$ cat config.mk
export PLATFORM = sky130hd
export DESIGN_NAME = bf16_stream_driver
export DESIGN_NICKNAME = d
export VERILOG_FILES = /design/src/rtl/bf16_stream_pkg.sv /design/src/rtl/bf16_sdp_ram.sv /design/src/rtl/bf16_stream_driver.sv
export SDC_FILE = /design/constraint.sdc
export NUM_CORES = 2
export LEC_CHECK = 0
export CORE_MARGIN = 8
export CORE_UTILIZATION = 40
export DETAILED_ROUTE_END_ITERATION = 8
export DONT_BUFFER_PORTS = 1
export PLACE_DENSITY_LB_ADDON = 0.2
export RECOVER_POWER = 100
export SYNTH_ARGS = -nofsm -noshare
export SYNTH_HDL_FRONTEND = slang
export SYNTH_SLANG_ARGS = --single-unit
$ cat constraint.sdc
create_clock -name clk -period 4.9 [get_ports clk]
set_clock_uncertainty 0.1 [all_clocks]
set_input_delay 0.98 -clock clk [delete_from_list [all_inputs] [get_ports clk]]
set_output_delay 0.98 -clock clk [all_outputs]
set_load 0.005 [all_outputs]
$ cat src/rtl/bf16_stream_pkg.sv
// bf16_stream_pkg: shared types and BF16 constants for the stream driver
package bf16_stream_pkg;
    typedef logic [15:0] bf16_t;
    typedef enum logic [1:0] {IDLE, RUN, DRAIN, FIN} state_e;
    localparam bf16_t ONE  = 16'h3F80;
    localparam bf16_t ZERO = 16'h0000;
    localparam bf16_t QNAN = 16'h7FC0;
endpackage

$ cat src/rtl/bf16_sdp_ram.sv
// bf16_sdp_ram: simple dual-port RAM, one write port and one registered read port
module bf16_sdp_ram #(
    parameter int AW = 6,
    parameter int W  = 16
) (
    input  logic          clk,
    input  logic          rst,
    input  logic          we,
    input  logic [AW-1:0] waddr,
    input  logic [W-1:0]  wdata,
    input  logic [AW-1:0] raddr,
    output logic [W-1:0]  rdata
);
    logic [W-1:0] mem [2**AW];
    always_ff @(posedge clk)
        if (we) mem[waddr] <= wdata;
    // Only the output register is reset; array contents survive reset.
    always_ff @(posedge clk or negedge rst)
        if (!rst) rdata <= '0;
        else      rdata <= mem[raddr];
endmodule

$ cat src/rtl/bf16_stream_driver.sv
// bf16_stream_driver: issues buffered BF16 operands to a valid/ready kernel and captures its results
module bf16_stream_driver
    import bf16_stream_pkg::*;
#(
    parameter int AW      = 6,
    parameter int MAX_OUT = 8,
    parameter int W       = 16
) (
    input  logic          clk,
    input  logic          rst,
    input  logic          start,
    input  logic [AW:0]   num_ops,
    input  logic          load_en,
    input  logic [AW-1:0] load_addr,
    input  logic [W-1:0]  load_data,
    output logic          op_valid,
    output logic [W-1:0]  op_data,
    input  logic          op_ready,
    input  logic          res_valid,
    input  logic [W-1:0]  res_data,
    output logic          res_ready,
    input  logic [AW-1:0] rd_addr,
    output logic [W-1:0]  rd_data,
    output logic          busy,
    output logic          done,
    output logic [AW:0]   issued,
    output logic [AW:0]   received,
    output logic [31:0]   cycles
);
    localparam int DEPTH = 1 << AW;
    state_e state, state_n;
    logic [AW:0] num_q, num_clamp, outstanding, issued_n, received_n;
    logic [AW-1:0] op_raddr;
    logic go, fire, take;
    assign go          = start && state == IDLE;
    assign num_clamp   = num_ops > (AW+1)'(DEPTH) ? (AW+1)'(DEPTH) : num_ops;
    assign outstanding = issued - received;
    assign op_valid    = state == RUN && issued < num_q && 32'(outstanding) < MAX_OUT;
    assign fire        = op_valid && op_ready;
    assign res_ready   = state == RUN || state == DRAIN;
    assign busy        = res_ready;
    assign take        = res_valid && res_ready;
    assign issued_n    = issued + (AW+1)'(fire);
    assign received_n  = received + (AW+1)'(take);
    // Prefetch the operand that will be current after this edge, so op_data is registered and holds while stalled.
    assign op_raddr    = go ? '0 : issued_n[AW-1:0];
    always_comb begin
        state_n = state;
        case (state)
            IDLE:    if (start) state_n = num_clamp == '0 ? FIN : RUN;
            RUN:     if (issued_n == num_q) state_n = received_n == num_q ? FIN : DRAIN;
            DRAIN:   if (received_n == num_q) state_n = FIN;
            default: state_n = IDLE;
        endcase
    end
    always_ff @(posedge clk or negedge rst) begin
        if (!rst) begin
            state    <= IDLE;
            num_q    <= '0;
            issued   <= '0;
            received <= '0;
            cycles   <= '0;
            done     <= 1'b0;
        end else begin
            state <= state_n;
            if (go) begin
                num_q    <= num_clamp;
                issued   <= '0;
                received <= '0;
                cycles   <= '0;
                done     <= 1'b0;
            end else begin
                issued   <= issued_n;
                received <= received_n;
                if (state != IDLE && cycles != '1) cycles <= cycles + 32'd1;
                if (state == FIN) done <= 1'b1;
            end
        end
    end
    bf16_sdp_ram #(.AW(AW), .W(W)) u_op_buf (
        .clk(clk), .rst(rst), .we(load_en), .waddr(load_addr), .wdata(load_data),
        .raddr(op_raddr), .rdata(op_data)
    );
    bf16_sdp_ram #(.AW(AW), .W(W)) u_res_buf (
        .clk(clk), .rst(rst), .we(take), .waddr(received[AW-1:0]), .wdata(res_data),
        .raddr(rd_addr), .rdata(rd_data)
    );
endmodule

==> results.txt <==
The flow ran to the end, but the final reports show violations. The checks that failed: max-capacitance violations, max-slew violations. Maximum level of the CTS H-tree: 4.

TritonCTS built the clock tree. The layout has 18180 filler cells. Of all nets on the critical path, the largest fanout is 59.

The average routed wire per standard cell was 29.80 um; the total negative slack for setup checks was 0 ns. The worst-case IR drop observed on VDD is 449.5 uV. Once the floorplan was initialized, standard cells occupied 40.27% of the core. Registers take 0.06370 sq mm. Buffers placed on the I/O ports in this run total 0. The run gives 4750 as the number of DRC markers after the initial detailed-route iteration. The initial antenna violation count is 9, and the area added between synthesis and finish is 13.29%. The post-synthesis sequential area ratio was 74.59%. STA classifies the critical path endpoint as a register. The floorplan step set the die width to 478.1 um.

The clock transition at the registers of the reported paths was 0.07 ns. Ranked by instance count, the synthesized netlist is headed by edfxtp_1, nor2_1, mux4_2. For hold timing, the worst endpoint is u_res_buf.mem[7][15]. The netlist uses 70 different library cells.

The area of the die came out at 0.2285 sq mm. The worst path needs 4.736 ns of the cycle, external delays included. The critical path data arrival time was 5.38 ns; the area of the mapped netlist was 0.08540 sq mm. The run gives 353 as the final number of max-transition violations. The later pin in the worst-skew pair is clocked with a latency of 0.86 ns.

Setup repair after global routing left no endpoint under its margin. The detailed-routing iteration count for the pre-antenna-repair pass is 6, and the number of placement rows is 169. The most used flip-flop cell after synthesis is edfxtp_1. The wire length after detailed routing is 237100 um, and the combined global-route utilization of all metal layers is 20.26%. The tools report the required time at the endpoint of the critical path as 5.54 ns. The number of max-capacitance violations reported came out at 15. The logs give 0 for the total of cells resized after clock tree synthesis and 341000 um for the wire length of the first global-routing pass. Register bit total from synthesis: 2136. The worst setup path is launched from a register. The final number of setup-violating endpoints was 0. The worst path uses 96.65% of the clock period. The critical-path cell with the highest stage delay was o2111ai_1. The fraction of post-synthesis cell area in the top cell type by area came out at 72.01%.

The core footprint is 0.2121 sq mm. In the final design database the tool counted 5018 nets. The critical path goes through inv_1 -> ha_1 -> a21o_1 -> a21o_1 -> a31o_2 -> nor4bb_1 -> a311o_1 -> and3_1 -> ha_4 -> buf_8 -> buf_12 -> nor2_1 -> a21oi_1 -> o221ai_1 -> o2111ai_1 -> o211ai_1 -> nor3_1. Dividing the synthesized area by the synthesized cell count gives 17.97 sq um.

Counting cells, the worst reg-to-reg path comes to 17. Per-cell via count in the routed design: 5.780. Sorting the synthesized cells by area gives the leading types as edfxtp_1, mux4_2, dfrtp_1. Actual slew at the worst max-slew pin: 2.843 ns. Setup slack closes at 0.1642 ns.

Timing analysis after detailed placement gives a worst setup slack of 0.3160 ns. The number of buffers created by CTS is 221, and the residual DRC count is 0. For flop-to-flop paths, the worst setup slack is 0.16 ns. Along the worst hold path, the cell count comes to 0.

The synthesized design contains 2048 enable-type register cells. For the via count of the first global-routing pass, the log shows 45920. The multi-input combinational cells in the finished layout cover a total of 0.02036 sq mm. The cell taking the most area after synthesis was edfxtp_1.

For this run the aggregate overflow at the end of global routing stands at 0. The cell with the most instances after synthesis was edfxtp_1. Counting every net in the synthesized netlist gives 4829. The run gives 0 as the number of hold violations in the final report.

The worst setup path is of the reg2reg kind. In this run the critical register-to-register path is captured at u_op_buf.rdata[4]. Entering global routing, the biggest net connects 257 pins. For this design the ratio of total power to cell area is 461.4 mW/mm^2. The post-route netlist has 18.25% of its cells at a drive strength greater than 1. The height of the chip works out to 478.1 um. Critical hold path startpoint: res_data[15].

Headroom to the max-slew limit came out at -89.54%. For the worst-case hold slack, the log shows 0.1142 ns. In this run the remaining antenna-violating nets after routing total 0.

For the number of placed I/O pins, the log shows 139. The tightest min-delay check is of the in2reg type. The estimated wirelength of the detail-placed design was 137900 um; the share of async-settable or async-resettable flops after synthesis was 4.120%.

The tree is rooted in a clkbuf_16. The clock passes through at most 3 buffers. The analysis attributes to cell leakage a power of 30.11 nW. At the end of routability-driven placement, the weighted congestion stood at 0.8351.

Static timing analysis puts the maximum clock frequency at 211.2 MHz. In this design, the stage delay of the slowest critical-path cell is 0.57 ns. The run gives 4752 as the number of cells produced by synthesis.

For this run, the number of Yosys warnings is 0. The most repeated library cell on the critical path is a21o_1. The startpoint identified for the worst register-to-register timing path is received[1]. The clock sink count was 2136.

Via count of the routed design: 45980.
==> critical path: cells and delay by family, from the launching register on <==
family,cells,cell delay (ns)
AOI/OAI and AO/OA,8,2.05
adders and majority gates,2,0.47
buffers and inverters,3,0.74
DFF,1,0.39
and+or+nand+nor,4,0.81
==> flip-flops by register name (all words and copies together) (netlist names) <==
register	count
u_op_buf.rdata	16
cycles	32
issued	7
received	7
num_q	7
u_res_buf.mem	1024
state	2
u_res_buf.rdata	16
done	1
u_op_buf.mem	1024
==> worst max path at each step <==
| stage | start | endpoint | slack [ns] | depth (start not counted) |
|---|---|---|---|---|
| 2_1_floorplan | received[1] | u_op_buf.rdata[13] | 0.54 | 19 |
| 5_1_grt | issued[0] | u_op_buf.rdata[4] | 0.05 | 16 |
| 3_5_place_dp | issued[0] | u_op_buf.rdata[4] | 0.32 | 17 |
| 4_1_cts | issued[0] | u_op_buf.rdata[4] | 0.27 | 17 |
| 3_3_place_gp | issued[0] | u_op_buf.rdata[4] | 0.31 | 18 |
| 6_report | received[1] | u_op_buf.rdata[4] | 0.16 | 17 |
==> layer usage <==
metal	GRT usage (%)	vias to the layer above	wire, um
met5	0	-	26
met4	4.831	4	5758
met3	3.526	316	15170
met2	33.73	1599	115600
met1	27.94	24450	100600
li1	-	19610	-
==> stage by stage <==
step           util (%)  area, sq um  total power [mW]  cells
3_5_place_dp      42.55        90240             28.79   7537
6_report          45.62        96750             44.64   7956
5_1_grt           45.61        96740             46.17   7952
4_1_cts           45.90        97340             45.12   7951
2_1_floorplan         -        85400             25.68   4752
3_3_place_gp      42.55        90240             28.76   7537
==> layout make-up <==
type / count / share of cell area (%)
antenna: 5 / 0.01293
clock buffer: 280 / 6.082
inverter: 25 / 0.09958
sequential: 2136 / 65.84
clock inverter: 132 / 1.222
tap: 2821 / 3.648
multi-input combinational: 2279 / 21.04
timing repair buffer: 278 / 2.054
==> cells by family after synthesis <==
logic type	share of synthesized area (%)
flops	74.59
simple gates	4.422
compound gates	5.862
mux	12.69
buf+inv	1.733
xor+xnor	0.4073
fa+ha+maj	0.2930
==> where the power goes <==
part | internal, mW | switching [mW] | leakage [nW]
clock network | 9.16 | 7.18 | 3.45
logic | 2.89 | 4.59 | 7.29
registers | 20.5 | 0.304 | 19.4
==> layout by cell type (no fill, tap or decap), drive strengths merged, types with 13 or more instances in the layout <==
cell / count
a21o: 14
nand2: 188
nand3b: 31
buf: 133
or3: 13
edfxtp: 2048
nor2: 457
o221ai: 144
nor2b: 13
xnor2: 22
xor2: 16
mux2: 84
dfrtp: 88
nand2b: 24
ha: 20
mux2i: 148
clkbuf: 424
a21oi: 239
o21ai: 97
a211oi: 25
nor4: 13
nor3: 14
mux4: 373
clkinv: 114
inv: 28
and3: 13
o22ai: 60
o211ai: 55
a31oi: 20
nand3: 64
==> repair_timing <==
item	in CTS	in global routing
endpoints found under the setup margin	0	0
endpoints found under the hold margin	88	0
setup buffers	0	0
hold buffers	2	0
Note: power is estimated with default switching activity, not from simulation.
